==> config.mk <==
export PLATFORM = sky130hd
export DESIGN_NAME = regfile_mp
export DESIGN_NICKNAME = d
export VERILOG_FILES = /design/src/rtl/regfile_mp.sv
export SDC_FILE = /design/constraint.sdc
export NUM_CORES = 1
export LEC_CHECK = 0
export CAP_MARGIN = 15
export CORE_UTILIZATION = 50
export CTS_BUF_LIST = sky130_fd_sc_hd__clkbuf_8
export DETAILED_ROUTE_END_ITERATION = 8
export PLACE_DENSITY_LB_ADDON = 0.05
export SYNTH_ARGS = -nofsm -noshare
export SYNTH_HDL_FRONTEND = slang
export SYNTH_SLANG_ARGS = --single-unit
==> constraint.sdc <==
create_clock -name clk -period 2.9 [get_ports clk]
set_input_delay 0.435 -clock clk [delete_from_list [all_inputs] [get_ports clk]]
set_output_delay 0.435 -clock clk [all_outputs]
set_load 0.05 [all_outputs]
==> src/rtl/regfile_mp.sv <==
// regfile_mp - parametrised multi-read-port integer register file.
//
// Sits between decode (read addresses) and writeback (write port). After
// reset a hardware sweep writes zero to every register, one per cycle, and
// raises ready when the sweep has finished. Writes are accepted only once
// ready is high. Every read port has one cycle of latency and is registered.
//
// Parameters:
//   XLEN     data width in bits
//   NREGS    number of registers (>= 2, need not be a power of two)
//   NREAD    number of read ports (1..8)
//   ZERO_REG 1: register 0 always reads as zero and writes to it are dropped
//
// Ports:
//   clk           rising-edge clock for all state
//   rst           asynchronous active-high reset
//   write_enable  write request this cycle
//   write_addr    write register index (AW bits)
//   data          write data (XLEN bits)
//   read_addr     packed read indices, port p at [p*AW +: AW]
//   out           packed registered read data, port p at [p*XLEN +: XLEN]
//   ready         high once the clear sweep has finished
//
// Optional feature, macro REGFILE_MP_BYPASS_EN:
//   defined   - a write that is actually performed is forwarded to any read
//               port reading the same index in the same cycle (write-first).
//   undefined - read-first: the read returns the value held before the write.
module regfile_mp #(
  parameter int XLEN     = 32,
  parameter int NREGS    = 32,
  parameter int NREAD    = 2,
  parameter int ZERO_REG = 1,
  localparam int AW      = $clog2(NREGS)
) (
  input  logic                  clk,
  input  logic                  rst,
  input  logic                  write_enable,
  input  logic [AW-1:0]         write_addr,
  input  logic [XLEN-1:0]       data,
  input  logic [NREAD*AW-1:0]   read_addr,
  output logic [NREAD*XLEN-1:0] out,
  output logic                  ready
);

  localparam logic STATE_CLEAR = 1'b0;
  localparam logic STATE_RUN   = 1'b1;

  // One extra bit so NREGS itself is representable when it is a power of two.
  localparam logic [AW:0]   NREGS_W = (AW+1)'(NREGS);
  localparam logic [AW-1:0] LAST_A  = AW'(NREGS - 1);
  localparam logic [AW-1:0] ONE_A   = AW'(1);
  localparam logic [AW-1:0] ZERO_A  = {AW{1'b0}};

  logic                  state_q, state_d;
  logic [AW-1:0]         ptr_q, ptr_d;
  logic                  ready_q, ready_d;
  logic [NREAD*XLEN-1:0] out_q, out_d;
  logic [XLEN-1:0]       mem_q [NREGS];

  logic                  user_wr_s;
  logic                  mem_we_s;
  logic [AW-1:0]         mem_waddr_s;
  logic [XLEN-1:0]       mem_wdata_s;
  logic [AW-1:0]         rd_addr_s;

  // Indices at or above NREGS address no storage (no wrap or aliasing).
  function automatic logic in_range(input logic [AW-1:0] a);
    return ({1'b0, a} < NREGS_W);
  endfunction

  // Decide whether the writeback request is actually performed this cycle.
  always_comb begin
    user_wr_s = 1'b0;
    if ((state_q == STATE_RUN) && write_enable && in_range(write_addr) &&
        !((ZERO_REG != 0) && (write_addr == ZERO_A))) begin
      user_wr_s = 1'b1;
    end else begin
      user_wr_s = 1'b0;
    end
  end

  // Sweep FSM and selection of the single storage write port.
  always_comb begin
    state_d     = state_q;
    ptr_d       = ptr_q;
    ready_d     = ready_q;
    mem_we_s    = 1'b0;
    mem_waddr_s = write_addr;
    mem_wdata_s = data;
    case (state_q)
      STATE_CLEAR: begin
        // The sweep owns the write port; user writes are dropped.
        mem_we_s    = 1'b1;
        mem_waddr_s = ptr_q;
        mem_wdata_s = {XLEN{1'b0}};
        if (ptr_q == LAST_A) begin
          state_d = STATE_RUN;
          ready_d = 1'b1;
        end else begin
          ptr_d = ptr_q + ONE_A;
        end
      end
      STATE_RUN: begin
        ready_d  = 1'b1;
        mem_we_s = user_wr_s;
      end
      default: begin
        state_d = STATE_CLEAR;
        ptr_d   = ZERO_A;
        ready_d = 1'b0;
      end
    endcase
  end

  // Next-cycle read data for every port.
  always_comb begin
    out_d     = {(NREAD*XLEN){1'b0}};
    rd_addr_s = ZERO_A;
    for (int p = 0; p < NREAD; p++) begin
      rd_addr_s = read_addr[p*AW +: AW];
      if (!in_range(rd_addr_s)) begin
        out_d[p*XLEN +: XLEN] = {XLEN{1'b0}};
      end else if ((ZERO_REG != 0) && (rd_addr_s == ZERO_A)) begin
        out_d[p*XLEN +: XLEN] = {XLEN{1'b0}};
`ifdef REGFILE_MP_BYPASS_EN
      end else if (user_wr_s && (write_addr == rd_addr_s)) begin
        // Only writes that really land are forwarded.
        out_d[p*XLEN +: XLEN] = data;
`endif
      end else begin
        out_d[p*XLEN +: XLEN] = mem_q[rd_addr_s];
      end
    end
  end

  // Control state and registered outputs.
  always_ff @(posedge clk or posedge rst) begin
    if (rst) begin
      state_q <= STATE_CLEAR;
      ptr_q   <= ZERO_A;
      ready_q <= 1'b0;
      out_q   <= {(NREAD*XLEN){1'b0}};
    end else begin
      state_q <= state_d;
      ptr_q   <= ptr_d;
      ready_q <= ready_d;
      out_q   <= out_d;
    end
  end

  // Storage array; cleared by the sweep rather than by reset.
  always_ff @(posedge clk) begin
    if (mem_we_s) begin
      mem_q[mem_waddr_s] <= mem_wdata_s;
    end
  end

  assign out   = out_q;
  assign ready = ready_q;

endmodule

== Word level (Yosys, flattened, before mapping) ==
Memories as Yosys holds them, arrays and structs flattened.
Index checks and enable logic that the tools add are counted.

* Register bits: 71
* Output and inout bits: 65
* Word-level logic and storage cells: 29
* Bits in writable memories: 1,024
* Memories kept: 1
* Input port bits: 50

* Reductions and logical operators: 7
* Muxes and demuxes: 12
* Add/subtract/negate cells: 1
* Bitwise gates (word level): 2
* Equality and inequality tests: 2

{| class="wikitable"
|+ Memory list
! name !! words !! width !! read ports !! clocked after memory_dff !! write ports !! RTL line !! source
|-
| mem_q || 32 || 32 || 2 || 0 || 1 || 58 || <nowiki>logic [XLEN-1:0] mem_q [NREGS];</nowiki>
|}

{| class="wikitable"
|+ Operators by type and width
! cell !! count
|-
| 2-to-1 mux 32 bit || 3
|-
| logical NOT 5 bit || 3
|-
| 2-to-1 mux 1 bit || 6
|-
| adder 5 x 1 -> 5 bit, second input constant || 1
|-
| equality test 5 bit, second input constant || 1
|-
| 2-to-1 mux 5 bit || 1
|-
| case mux 1 bit (2 select lines) || 2
|-
| logical AND 1 bit || 2
|-
| != test 2 bit, second input constant || 1
|-
| NOT 1 bit || 2
|-
| AND reduction 2 bit || 1
|-
| logical NOT 1 bit || 1
|}

== Longest topological paths before layout ==
* Depth after elaboration: 7
* Depth in mapped cells: 7
* Mapped depth without buffers: 6

== Worst setup path after synthesis ==
OpenSTA, ideal clock, no wires.

* Kind: register to register
* Start point: register state_q
* End point: memory mem_q[18][0] (enable)
* Cell stages (with the launch flop): 5
* Buffers on the path: 1
* Arrival: 2.520 ns
* Setup slack: -0.041 ns
* Cell sequence: dfrtp_1 > clkbuf_1 > mux2i_1 > nand2_1 > nor2_1

* Longest elaborated chain between the ends: 6

{| class="wikitable"
|+ Ends and longest elaborated chain
! item !! RTL line !! source
|-
| from (decl) || 54 || <nowiki>logic state_q, state_d;</nowiki>
|-
| from (signal assigned) || 144 || <nowiki>state_q <= state_d;</nowiki>
|-
| logical AND 1 bit (2 in series) || 74 || <nowiki>if ((state_q == STATE_RUN) && write_enable && in_range(write_addr) &&</nowiki>
|-
| 2-to-1 mux 1 bit || 74 ||
|-
| case mux 1 bit (2 select lines) || 90 || <nowiki>case (state_q)</nowiki>
|-
| 2-to-1 mux 1 bit || 153 || <nowiki>if (mem_we_s) begin</nowiki>
|-
| 2-to-1 mux 1 bit (implied by the code) || 154 || <nowiki>mem_q[mem_waddr_s] <= mem_wdata_s;</nowiki>
|-
| to (decl) || 58 ||
|}

Several ways; a longest one is shown, not always the timed one.

== Worst setup path after layout ==
* Start point: register out_q[54], in the netlist out[54]
* End point: output out[54]

{| class="wikitable"
|+ RTL lines
! item !! RTL line !! source
|-
| from (decl) || 57 || <nowiki>logic [NREAD*XLEN-1:0] out_q, out_d;</nowiki>
|-
| from (signal assigned) || 142 || <nowiki>out_q <= {(NREAD*XLEN){1'b0}};</nowiki>
|-
| from (signal assigned) || 147 || <nowiki>out_q <= out_d;</nowiki>
|-
| to (decl) || 41 || <nowiki>output logic [NREAD*XLEN-1:0] out,</nowiki>
|}

No word-level cell between the ends.

==> flow_metrics.py <==
metrics = {
    "synth": {
        "yosysWarnings": 0,
        "syn-instance-count": 2541,
        "postSynthAreaPerCell_sq_um": 19.6,
        "mappedNetlistNets": 2593,
        "post_synth_instance_area_sq_um": 49900,
        "synth.yosys.seq_area_share": 0.652,
        "synth.lib_cells_used.distinct": 45,
        "yosys_reg_bits": 1095,
    },
    "sta": {
        "post-route-period-util": 0.939,
        "achievable-frequency_ghz": 0.367,
        "max_slew.worst_pin.slew_ns": 1.24,
        "finalHoldViolCount": 0,
        "final_critical_path_required_period_ns": 2.72,
        "total_negative_setup_slack_ns": 0,
        "drv_slew": 0,
        "final_setup_violation_count": 0,
        "fin_ws_ns": 0.177,
        "setup_repair_after_global_routing_missed_its_margin": "false",
        "slew_headroom": 0.174,
        "timing.clock.skew_ns": 0.0244,
    },
    "clocking": {
        "tritoncts": "yes",
        "cts-buffers-inserted": 183,
        "clock_sink_count": 1095,
        "clkTransAtPathRegs_ns": 0.06,
        "cts_post_setup_buffers_inserted": 0,
        "cts.repair.resized": 0,
        "cts_buffer_depth": 3,
        "clock_root_buffer": "sky130_fd_sc_hd__clkbuf_8",
        "cts_htree_levels": 4,
        "clkLatencyLatePin_ns": 0.85,
    },
    "power": {
        "share_of_power_burned_in_combinational_logic": 0.103,
        "cell_internal_pwr_mw": 25.6,
        "cellPowerDensity_nw_per_um2": 591,
        "leakage_nw": 19.0,
        "total_power_draw_mw": 34.3,
        "vdd_ir_drop_max_mv": 0.375,
        "power.share.clock": 0.384,
        "seq_power_share": 0.513,
        "switchingPower_mw": 8.67,
        "power_switching_share": 0.253,
    },
    "place": {
        "place.detailed.hpwl_mm": 102,
        "routabilityCongestion": 0.850,
        "placed_area_sq_um": 54500,
        "buffers_added_on_ports": 114,
        "dpl_worst_slack_ns": 0.0522,
    },
    "die": {
        "floorplan.die.height_um": 318,
        "boundaryPins": 115,
        "floorplan.initialDensity": 0.506,
        "fp.coreArea_sq_um": 98700,
        "dieWidth_um": 318,
        "fp-row-count": 115,
        "dieArea_sq_um": 101000,
    },
    "grt": {
        "total_track_usage": 0.329,
        "grt_start_max_net_pins": 53,
        "number_of_global_route_vias_before_repair": 31037,
        "grt_antenna_before_repair": 4,
        "grt_overflow": 0,
        "global_route_wire_length_before_repair_mm": 232,
    },
    "setup_path": {
        "cp.required_ns": 2.47,
        "path_buf_inv": 1,
        "crit_path_top_delay_cell": "sky130_fd_sc_hd__clkdlybuf4s50_1",
        "timing.critical_path.arrival_ns": 2.29,
        "critical_path.endpoint_type": "output pin",
        "start_kind": "register",
        "timing.critical_path.cells": "clkdlybuf4s50_1",
        "worstPathMaxFanout": 1,
        "crit_family": "buffers and inverters",
        "crit_path_max_incr_delay_ns": 0.89,
        "setup.reg_to_reg.worst_slack_ns": 0.45,
        "critical_path_class": "register to output pin",
    },
    "drt": {
        "drc_violation_count_after_routing": 0,
        "dr_total_vias": 29855,
        "number_of_design_rule_violations_left_by_the_first_detailed_router_iteration": 4015,
        "totalWireLength_mm": 164,
        "detail_route.wl_per_cell_um": 37.8,
        "drt_first_pass_iters": 6,
        "final_antenna_net_count": 0,
        "drt-vias-per-instance": 6.89,
    },
    "final_layout": {
        "area_growth_syn_to_layout_pct": 16.1,
        "final_common_cell": "sky130_fd_sc_hd__edfxtp_1",
        "final_nets": 2938,
        "ratio_of_cells_with_drive_above_1_in_the_final_layout": 0.348,
        "postLayoutCellArea_sq_um": 58000,
        "fillerInstances": 7313,
        "leading_cell_types_in_the_layout_fill_and_taps_excluded": "1,024 x sky130_fd_sc_hd__edfxtp_1, 442 x sky130_fd_sc_hd__mux4_2, 204 x sky130_fd_sc_hd__clkbuf_8",
        "postLayoutCoreUtil": 0.587,
    },
    "hold_path": {
        "hold_path.class": "input pin to register",
    },
    "job": {
        "timing.max_cap.violations": 0,
    },
    "status": {
        "run_status": "complete, no violations",
    },
}
==> tightest hold or removal path, stage by stage <==
cell                       delay, ns
sky130_fd_sc_hd__buf_2          0.18
sky130_fd_sc_hd__buf_4          0.27
sky130_fd_sc_hd__a311oi_1       0.12
==> state kept, by name, indices dropped and copies added (netlist names) <==
name     flops
ready        1
mem_q     1024
state_q      1
out         64
ptr_q        5
==> cell families after synthesis <==
group	synth area share
buffers and inverters	0.0279
adder cells (fa/ha/maj)	0.000501
flip-flops	0.652
AO/OA/AOI/OAI	0.0539
AND/OR/NAND/NOR	0.0219
multiplexers	0.244
XOR/XNOR	0.000527
==> what timing repair did <==
item | 4_1_cts | 5_1_grt
setup endpoints to repair | 0 | 0
hold endpoints to repair | 6 | 0
hold buffers | 1 | 0
==> final timing paths <==
kind	cells after the start	start	endpoint
max in group asynchronous	4	rst	out[27]$_DFF_PP0_
setup / recovery	1	out[54]$_DFF_PP0_	out[54]
min in group asynchronous	3	rst	ptr_q[4]$_DFFE_PP0P_
hold reg to reg	1	ready$_DFFE_PP0N_	ready$_DFFE_PP0N_
hold / removal	3	read_addr[9]	out[58]$_DFF_PP0_
setup reg to reg	7	state_q$_DFF_PP0_	mem_q[29][28]$_DFFE_PP_
==> final cells by class <==
cell class,instances,area [sq um],area share
Sequential cell,1095,32500,0.561
Multi-Input combinational cell,1231,16300,0.281
Timing Repair Buffer,368,4040,0.0697
Clock buffer,204,2810,0.0484
Tap cell,1287,1610,0.0278
Clock inverter,139,688,0.0119
Inverter,7,30.0,0.000518
Antenna cell,1,2.50,0.0000432
==> metal layers <==
layer / part of all wire / vias up / global-route usage
met4: 0.039 / 2 / 0.131
met1: 0.39 / 15953 / 0.462
li1: - / 11683 / -
met2: 0.47 / 1881 / 0.508
met5: 0.000079 / - / 0
met3: 0.11 / 336 / 0.0697
==> per-stage QoR <==
stage | hold slack (ns) | cells
5_1_grt | 0.145 | 4332
2_1_floorplan | 0.485 | 2541
4_1_cts | 0.103 | 4331
3_3_place_gp | 0.454 | 3987
6_report | 0.202 | 4332
3_5_place_dp | 0.463 | 3987
==> power groups by stage <==
stage | sequential, mW | clock [mW] | combinational, mW
3_3_place_gp | 17.9 | 0 | 3.50
4_1_cts | 17.6 | 13.3 | 3.53
6_report | 17.6 | 13.1 | 3.54
2_1_floorplan | 18.2 | 0 | 1.71
3_5_place_dp | 17.9 | 0 | 3.52
5_1_grt | 17.6 | 14.0 | 3.66
==> synthesized netlist by cell type, drive strengths merged <==
cell type,instances,area share
nand4,1,0.00013
o2111ai,17,0.0030
nand3b,1,0.00015
nor2,42,0.0033
dfrtp,71,0.036
ha,2,0.00050
a31oi,1,0.00013
nand2b,2,0.00025
and3,1,0.00013
inv,7,0.00053
a221oi,47,0.0082
nor3,1,0.00010
mux4,448,0.20
and2,34,0.0043
clkbuf,58,0.0044
xor2,1,0.00018
nand2,50,0.0038
a21o,1,0.00015
xnor2,2,0.00035
or4,2,0.00045
a311oi,64,0.011
a211oi,64,0.0096
nor2b,68,0.0088
mux2,67,0.015
mux2i,129,0.026
buf,150,0.023
a22oi,64,0.0096
or2,2,0.00025
or3,1,0.00013
nand3,2,0.00020
edfxtp,1024,0.62
a32o,1,0.00020
o32ai,1,0.00018
o21ai,115,0.012
Power figures use the tool's default switching activity.
